File: src/rtl/inv_mix_columns_seq.sv
// Iterative AES InvMixColumns: one 32-bit column per clock, start/busy/done handshake.
// The result is published to state_out in a single update once all four columns are done.
module inv_mix_columns_seq #(
    parameter int word_size  = 8,
    parameter int array_size = 16
) (
    input  logic                              clk,
    input  logic                              rst,
    input  logic                              start,
    input  logic [word_size*array_size-1:0]   state_in,
    output logic [word_size*array_size-1:0]   state_out,
    output logic                              busy,
    output logic                              done
);

    localparam int state_w = word_size * array_size;

    localparam logic [1:0] st_idle = 2'd0;
    localparam logic [1:0] st_run  = 2'd1;

    logic [1:0]         fsm;
    logic [1:0]         col;
    logic [state_w-1:0] work;
    logic [state_w-1:0] next_work;
    logic [31:0]        col_word;

    function automatic logic [7:0] xt(input logic [7:0] b);
        return {b[6:0], 1'b0} ^ (b[7] ? 8'h1b : 8'h00);
    endfunction

    // Each byte's x2/x4/x8 chain is shared by all four coefficient products.
    function automatic logic [31:0] inv_col(input logic [31:0] c);
        logic [7:0] a, x2, x4, x8;
        logic [7:0] m9 [4];
        logic [7:0] mb [4];
        logic [7:0] md [4];
        logic [7:0] me [4];
        logic [31:0] o;
        for (int r = 0; r < 4; r++) begin
            a     = c[8*r +: 8];
            x2    = xt(a);
            x4    = xt(x2);
            x8    = xt(x4);
            m9[r] = x8 ^ a;
            mb[r] = x8 ^ x2 ^ a;
            md[r] = x8 ^ x4 ^ a;
            me[r] = x8 ^ x4 ^ x2;
        end
        o = '0;
        for (int r = 0; r < 4; r++) begin
            o[8*r +: 8] = me[r] ^ mb[(r + 1) & 3] ^ md[(r + 2) & 3] ^ m9[(r + 3) & 3];
        end
        return o;
    endfunction

    always_comb begin
        col_word  = work[32*col +: 32];
        next_work = work;
        next_work[32*col +: 32] = inv_col(col_word);
    end

    always_ff @(posedge clk) begin
        if (rst) begin
            fsm       <= st_idle;
            col       <= 2'd0;
            work      <= '0;
            state_out <= '0;
            busy      <= 1'b0;
            done      <= 1'b0;
        end else begin
            done <= 1'b0;
            case (fsm)
                st_idle: begin
                    if (start) begin
                        work <= state_in;
                        col  <= 2'd0;
                        busy <= 1'b1;
                        fsm  <= st_run;
                    end
                end
                st_run: begin
                    work <= next_work;
                    col  <= col + 2'd1;
                    // Last column: next_work already holds the complete result.
                    if (col == 2'd3) begin
                        state_out <= next_work;
                        done      <= 1'b1;
                        busy      <= 1'b0;
                        fsm       <= st_idle;
                    end
                end
                default: begin
                    fsm  <= st_idle;
                    busy <= 1'b0;
                end
            endcase
        end
    end

endmodule

File: config.mk
export PLATFORM = sky130hd
export DESIGN_NAME = inv_mix_columns_seq
export DESIGN_NICKNAME = d
export VERILOG_FILES = /design/src/rtl/inv_mix_columns_seq.sv
export SDC_FILE = /design/constraint.sdc
export NUM_CORES = 1
export LEC_CHECK = 0
export CAP_MARGIN = 20
export CORE_MARGIN = 4
export CORE_UTILIZATION = 49
export DETAILED_ROUTE_END_ITERATION = 6
export MAX_ROUTING_LAYER = met4
export PLACE_DENSITY = 0.88
export SLEW_MARGIN = 20
export SYNTH_ARGS = -nofsm -noshare
export SYNTH_HDL_FRONTEND = slang
export SYNTH_SLANG_ARGS = --single-unit
File: constraint.sdc
create_clock -name clk -period 3.2 [get_ports clk]
set_input_delay 0.32 -clock clk [delete_from_list [all_inputs] [get_ports clk]]
set_output_delay 0.32 -clock clk [all_outputs]
set_load 0.01 [all_outputs]
Word level (Yosys, flattened, before mapping)

Cells that the tools add are included.

Bits in registers: 262
Input bits: 131

Add/subtract/negate cells: 2
Equality and inequality tests: 4
Shift operators: 3
Mux-type cells: 24
Bitwise operators: 49
Reduce and logical (&&, ||, !) cells: 6

Operators by type and width:

| operator                                                                   | count |
|---|---|
| 8-bit XOR                                                                  | 36 |
| 128-bit one-hot mux with 2 select lines                                    | 1 |
| 128-bit bitwise mux                                                        | 1 |
| 128-bit 2-to-1 mux                                                         | 1 |
| 32-bit by 34-bit variable shift with 128-bit output (first input constant) | 1 |
| 128-bit by 8-bit indexed part select with 32-bit output                    | 1 |
| 32-bit by 34-bit indexed part select with 128-bit output                   | 1 |
| 8-bit by 5-bit XOR with 8-bit output                                       | 12 |
| 5-bit 2-to-1 mux                                                           | 12 |
| 7-bit negator with 34-bit output                                           | 1 |
| 2-bit one-hot mux with 2 select lines                                      | 2 |
| 2-bit 2-to-1 mux                                                           | 3 |
| 2-bit AND reduction                                                        | 3 |
| 2-bit inequality test (second input constant)                              | 2 |
| 1-bit 2-to-1 mux                                                           | 3 |
| 2-bit by 1-bit adder with 2-bit output (second input constant)             | 1 |
| 2-bit by 1-bit == test with 1-bit output (second input constant)           | 1 |
| 2-bit == test (second input constant)                                      | 1 |
| 2-bit logical NOT                                                          | 1 |
| 1-bit one-hot mux with 2 select lines                                      | 1 |
| 2-bit nonzero test                                                         | 1 |
| 2-bit OR reduction                                                         | 1 |
| 1-bit inverter                                                             | 1 |

Longest topological paths before layout

Gate-level depths: netlist of the first run.

Depth after elaboration: 15
Depth in mapped cells: 11

Worst setup path before layout of the first run

OpenSTA, ideal clock, no wires.

Kind: flip-flop to flip-flop
Start point: register col[0]
End point: register work[3]
Setup time: 0.132 ns
Arrival: 2.984 ns
Data required time: 3.068 ns
Slack: 0.084 ns
Stages on the path, launching flop included: 11
Clock period less this slack: 3.116 ns
Path through: dfxtp_1 buf_6 buf_6 mux4_2 buf_4 xor2_2 xor3_2 xnor2_2 xnor3_1 a21oi_1 nor3_1

Cells in the longest elaborated chain, start to end: 13
Elaborated cells on any way between the ends: 66
Those cells by class: add/sub (1); shift (3); mux (14); bitwise (48)

Ends and longest elaborated chain:

| element                                                                                | line       | RTL |
|---|---|---|
| start: declaration                                                                     | 22         | `logic [1:0] col;` |
| start signal: assignment                                                               | 83         | `col <= col + 2'd1;` |
| 128-bit by 8-bit indexed part select with 32-bit output                                | 57         | `col_word = work[32*col +: 32];` |
| 8-bit by 5-bit XOR with 8-bit output or 5-bit 2-to-1 mux (tied branches) (2 in series) | 28         | `return {b[6:0], 1'b0} ^ (b[7] ? 8'h1b : 8'h00);` |
| 5-bit 2-to-1 mux or 8-bit by 5-bit XOR with 8-bit output (tied branches)               | 28         |  |
| 8-bit by 5-bit XOR with 8-bit output                                                   | 28         |  |
| 8-bit XOR, on equally long branches                                                    | 46, 47, 45 |  |
| 8-bit XOR, on equally long branches                                                    | 47, 45     |  |
| 8-bit XOR (3 in series)                                                                | 51         | `o[8*r +: 8] = me[r] ^ mb[(r + 1) & 3] ^ md[(r + 2) & 3] ^ m9[(r + 3) & 3];` |
| 32-bit by 34-bit indexed part select with 128-bit output                               | 59         | `next_work[32*col +: 32] = inv_col(col_word);` |
| 128-bit bitwise mux (*)                                                                | 59         |  |
| 128-bit one-hot mux with 2 select lines (*)                                            | 72         | `case (fsm)` |
| end signal: assignment                                                                 | 75         | `work <= state_in;` |
| end signal: assignment                                                                 | 82         | `work <= next_work;` |
| end: declaration                                                                       | 23         | `logic [state_w-1:0] work;` |

Mark *: on every way between the ends. The rest lies on a longest branch, timed or not.
A chain may end at the register's enable or synchronous reset.

Final worst setup path of the first run

Start point: register col[0]
End point: register work[24]

The elaborated chain is that of the path after synthesis.

==> impl_metrics.yaml, run 1 <==
status:
  status: "finished, final reports clean"
power:
  ir_drop_uv: 1110
  power_mw: 29.0
  leakage_nw: 7.58
  power-per-cell-area_nw_per_um2: 1430
setup_path:
  crit_type: "reg2reg"
  cp-startpoint: "col[0]"
  cp_max_fo: 6
  cp-start-kind: "register"
  endpoint_kind: "register"
  crit_slowest_cell: "mux4_2"
  path_depth: 12
  worstSetupEndpoint: "work[24]"
  critPathTopFamily: "buffers and inverters"
  worst_ep_arrival_time_ps: 3600
  timing.rr.start: "col[0]"
  r2r_end: "work[24]"
  crit_required_ps: 3660
  rr_worst_depth: 12
  cp_num_buf_inv: 5
  r2r_slack_ps: 60
  cp_cell_sequence: "buf_6, buf_6, mux4_2, buf_4, xnor2_2, buf_4, xor2_1, buf_4, xnor2_2, xnor2_2, a21oi_2, a211oi_2"
  slowest_delay_ps: 620
cells_and_area:
  syn_to_final_growth_pct: 37.5
  stdcell_area_um2: 20200
  nNetsFinal: 2141
  layout_common_cells: "dfxtp_1 (258), clkdlybuf4s50_1 (258), o21ai_0 (197)"
  n_antenna_cell: 0
  fin_util: 0.682
  drive_gt1_frac: 0.184
timing:
  rsz0062_at_grt: "true"
  fmax_mhz: 319
  relSlewSlack: 0.351
  hold_viol: 0
  skew_ps: 11.2
  hold_slack_ps: 168
  setup_viol: 0
  period_share: 0.980
  slew_violations: 0
  fin_crit_ps: 3140
  tns_ps: 0
  worstMarginPinSlew_ps: 973
clock_network:
  cts.sinks: 260
  path_clk_slew_ps: 70
  clockBufferDepth: 3
  root_buffer: "clkbuf_16"
  cts_tree: "built"
  htreeDepth: 1
  numCtsBuffers: 28
  clk_latency_ps: 560
grt:
  track_usage: 0.334
  grt_pass1_wl_um: 85600
  grt_max_degree: 148
  grt_pass1_vias: 15181
  antenna_found_initial: 0
  grt_overflow: 0
logic_synthesis:
  syn_avg_cell_area_um2: 8.89
  ys_ff_latch: 260
  ys_types: 37
  seq_area_frac_synth: 0.354
  async_reset_ff_frac: 0
  yosys_warnings: 0
  syn_area_um2: 14700
  synth_nets: 1791
  ys.flop_type: "dfxtp_1"
  netlist_instances: 1654
  synth_edf_count: 0
placement:
  port_buffers: 260
  dp_hpwl_um: 39100
  place_area_um2: 18800
  finalWeightedCongestion: 0.982
detailed_routing:
  drtIter0Drc: 2050
  ant_nets: 0
  vias: 15256
  routed_wl_um: 56700
  via_per_inst: 6.31
  drc: 0
  avgRoutedWirePerCell_um: 23.5
  dr.pass1.iters: 5
floorplanning:
  initial_utilization: 0.496
  fp.dieArea_um2: 32800
  io_pins: 261
  rows: 63
  dieHeight_um: 181
  die_x_um: 181
  core-area_um2: 29600
run:
  maxCapViolations: 0
min_path:
  min_path_type: "in2reg"
==> report_power, final <==
| group | switching, mW | internal [mW] | leakage, nW |
|---|---|---|---|
| Sequential | 0.246 | 3.47 | 2.12 |
| Clock | 1.40 | 1.94 | 0.460 |
| Combinational | 11.5 | 10.4 | 5.00 |
==> through the flow <==
stage / std cells / setup WS, ps
4_1_cts: 2410 / -23.8
3_5_place_dp: 2358 / -12.4
6_report: 2416 / 62.6
5_1_grt: 2416 / -69.1
3_3_place_gp: 2358 / 49.1
2_1_floorplan: 1654 / 84.0
==> registers in the layout, summed over array words and instances (netlist names) <==
register / flops
col: 2
state_out: 128
busy: 1
work: 128
done: 1
==> routing by layer <==
layer  global-route usage  vias to the layer above  wire (um)
met2                0.518                     1213      26000
met1                0.425                     7162      21100
met4                0.148                        0       2870
met5                    -                        -          0
li1                     -                     6604          -
met3               0.0656                      277       6720
==> how the worst min path moves through the flow <==
stage	slack, ps	endpoint	startpoint	cells past startpoint
after floorplan	460	state_out[66]	work[66]	2
after global placement	440	state_out[72]	state_out[72]	2
after detailed placement	450	state_out[32]	state_out[32]	2
after CTS	160	done	rst	3
after global routing	200	done	rst	3
final	170	done	rst	3
==> final cells by class <==
type / count / area, um2
inverter: 82 / 308
fill: 2166 / 9410
tap: 390 / 488
timing repair buffer: 462 / 4250
clock buffer: 43 / 828
multi-input combinational: 1170 / 9040
clock inverter: 9 / 100
sequential: 260 / 5210
==> synthesized netlist by cell type, types with 3 or more instances <==
cell type | number | area [um2]
nand2b_1 | 4 | 25.0
xnor2_4 | 4 | 110
a21oi_1 | 123 | 616
mux2i_1 | 24 | 240
xnor3_1 | 22 | 495
xnor3_2 | 3 | 71.3
ha_1 | 6 | 75.1
xor3_1 | 4 | 95.1
nand2_1 | 55 | 206
mux4_2 | 32 | 721
xor2_2 | 4 | 65.1
nor2b_1 | 50 | 313
clkbuf_1 | 121 | 454
dfxtp_1 | 260 | 5200
buf_4 | 7 | 52.6
xor2_1 | 49 | 429
o21ai_1 | 8 | 40.0
inv_1 | 82 | 308
o22ai_1 | 24 | 150
o22a_1 | 8 | 70.1
and2_1 | 4 | 25.0
a211oi_1 | 129 | 968
nor3_1 | 83 | 415
nor2_1 | 101 | 379
buf_1 | 3 | 11.3
xnor2_2 | 12 | 195
buf_2 | 6 | 30.0
a22oi_1 | 104 | 781
xor3_2 | 3 | 75.1
o21ai_0 | 199 | 996
xnor2_1 | 110 | 963
buf_6 | 5 | 56.3
==> worst min-delay path, delay by kind of cell <==
family / cells / cell delay (ps)
buf+inv: 2 / 210
simple gates: 1 / 120
==> repair_timing <==
action	in CTS	in global routing
hold buffers	0	0
setup buffers	0	6
setup endpoints to repair	25	136
gates resized for setup	12	57
pin swaps	0	21
gates cloned	0	0
==> kinds of logic after synthesis <==
family | count (synthesis) | share of synthesized area
buffers and inverters | 224 | 0.0620
adder cells (fa/ha/maj) | 6 | 0.00511
flip-flops | 260 | 0.354
multiplexers | 56 | 0.0654
AO/OA/AOI/OAI | 596 | 0.247
AND/OR/NAND/NOR | 300 | 0.0949
XOR/XNOR | 212 | 0.172
No activity file was read; power rests on OpenSTA's default activity.
==> run 2, diff against run 1 <==
Settings changed: SLEW_MARGIN 20 to default.
==> results of run 2 <==
Final layout, timing and power as in run 1 (identical DEF).
==> run 3, diff against run 2 <==
Settings changed: HOLD_SLACK_MARGIN from default to 0.12.
==> results of run 3 <==
Final layout, timing and power as in run 1 (identical DEF).
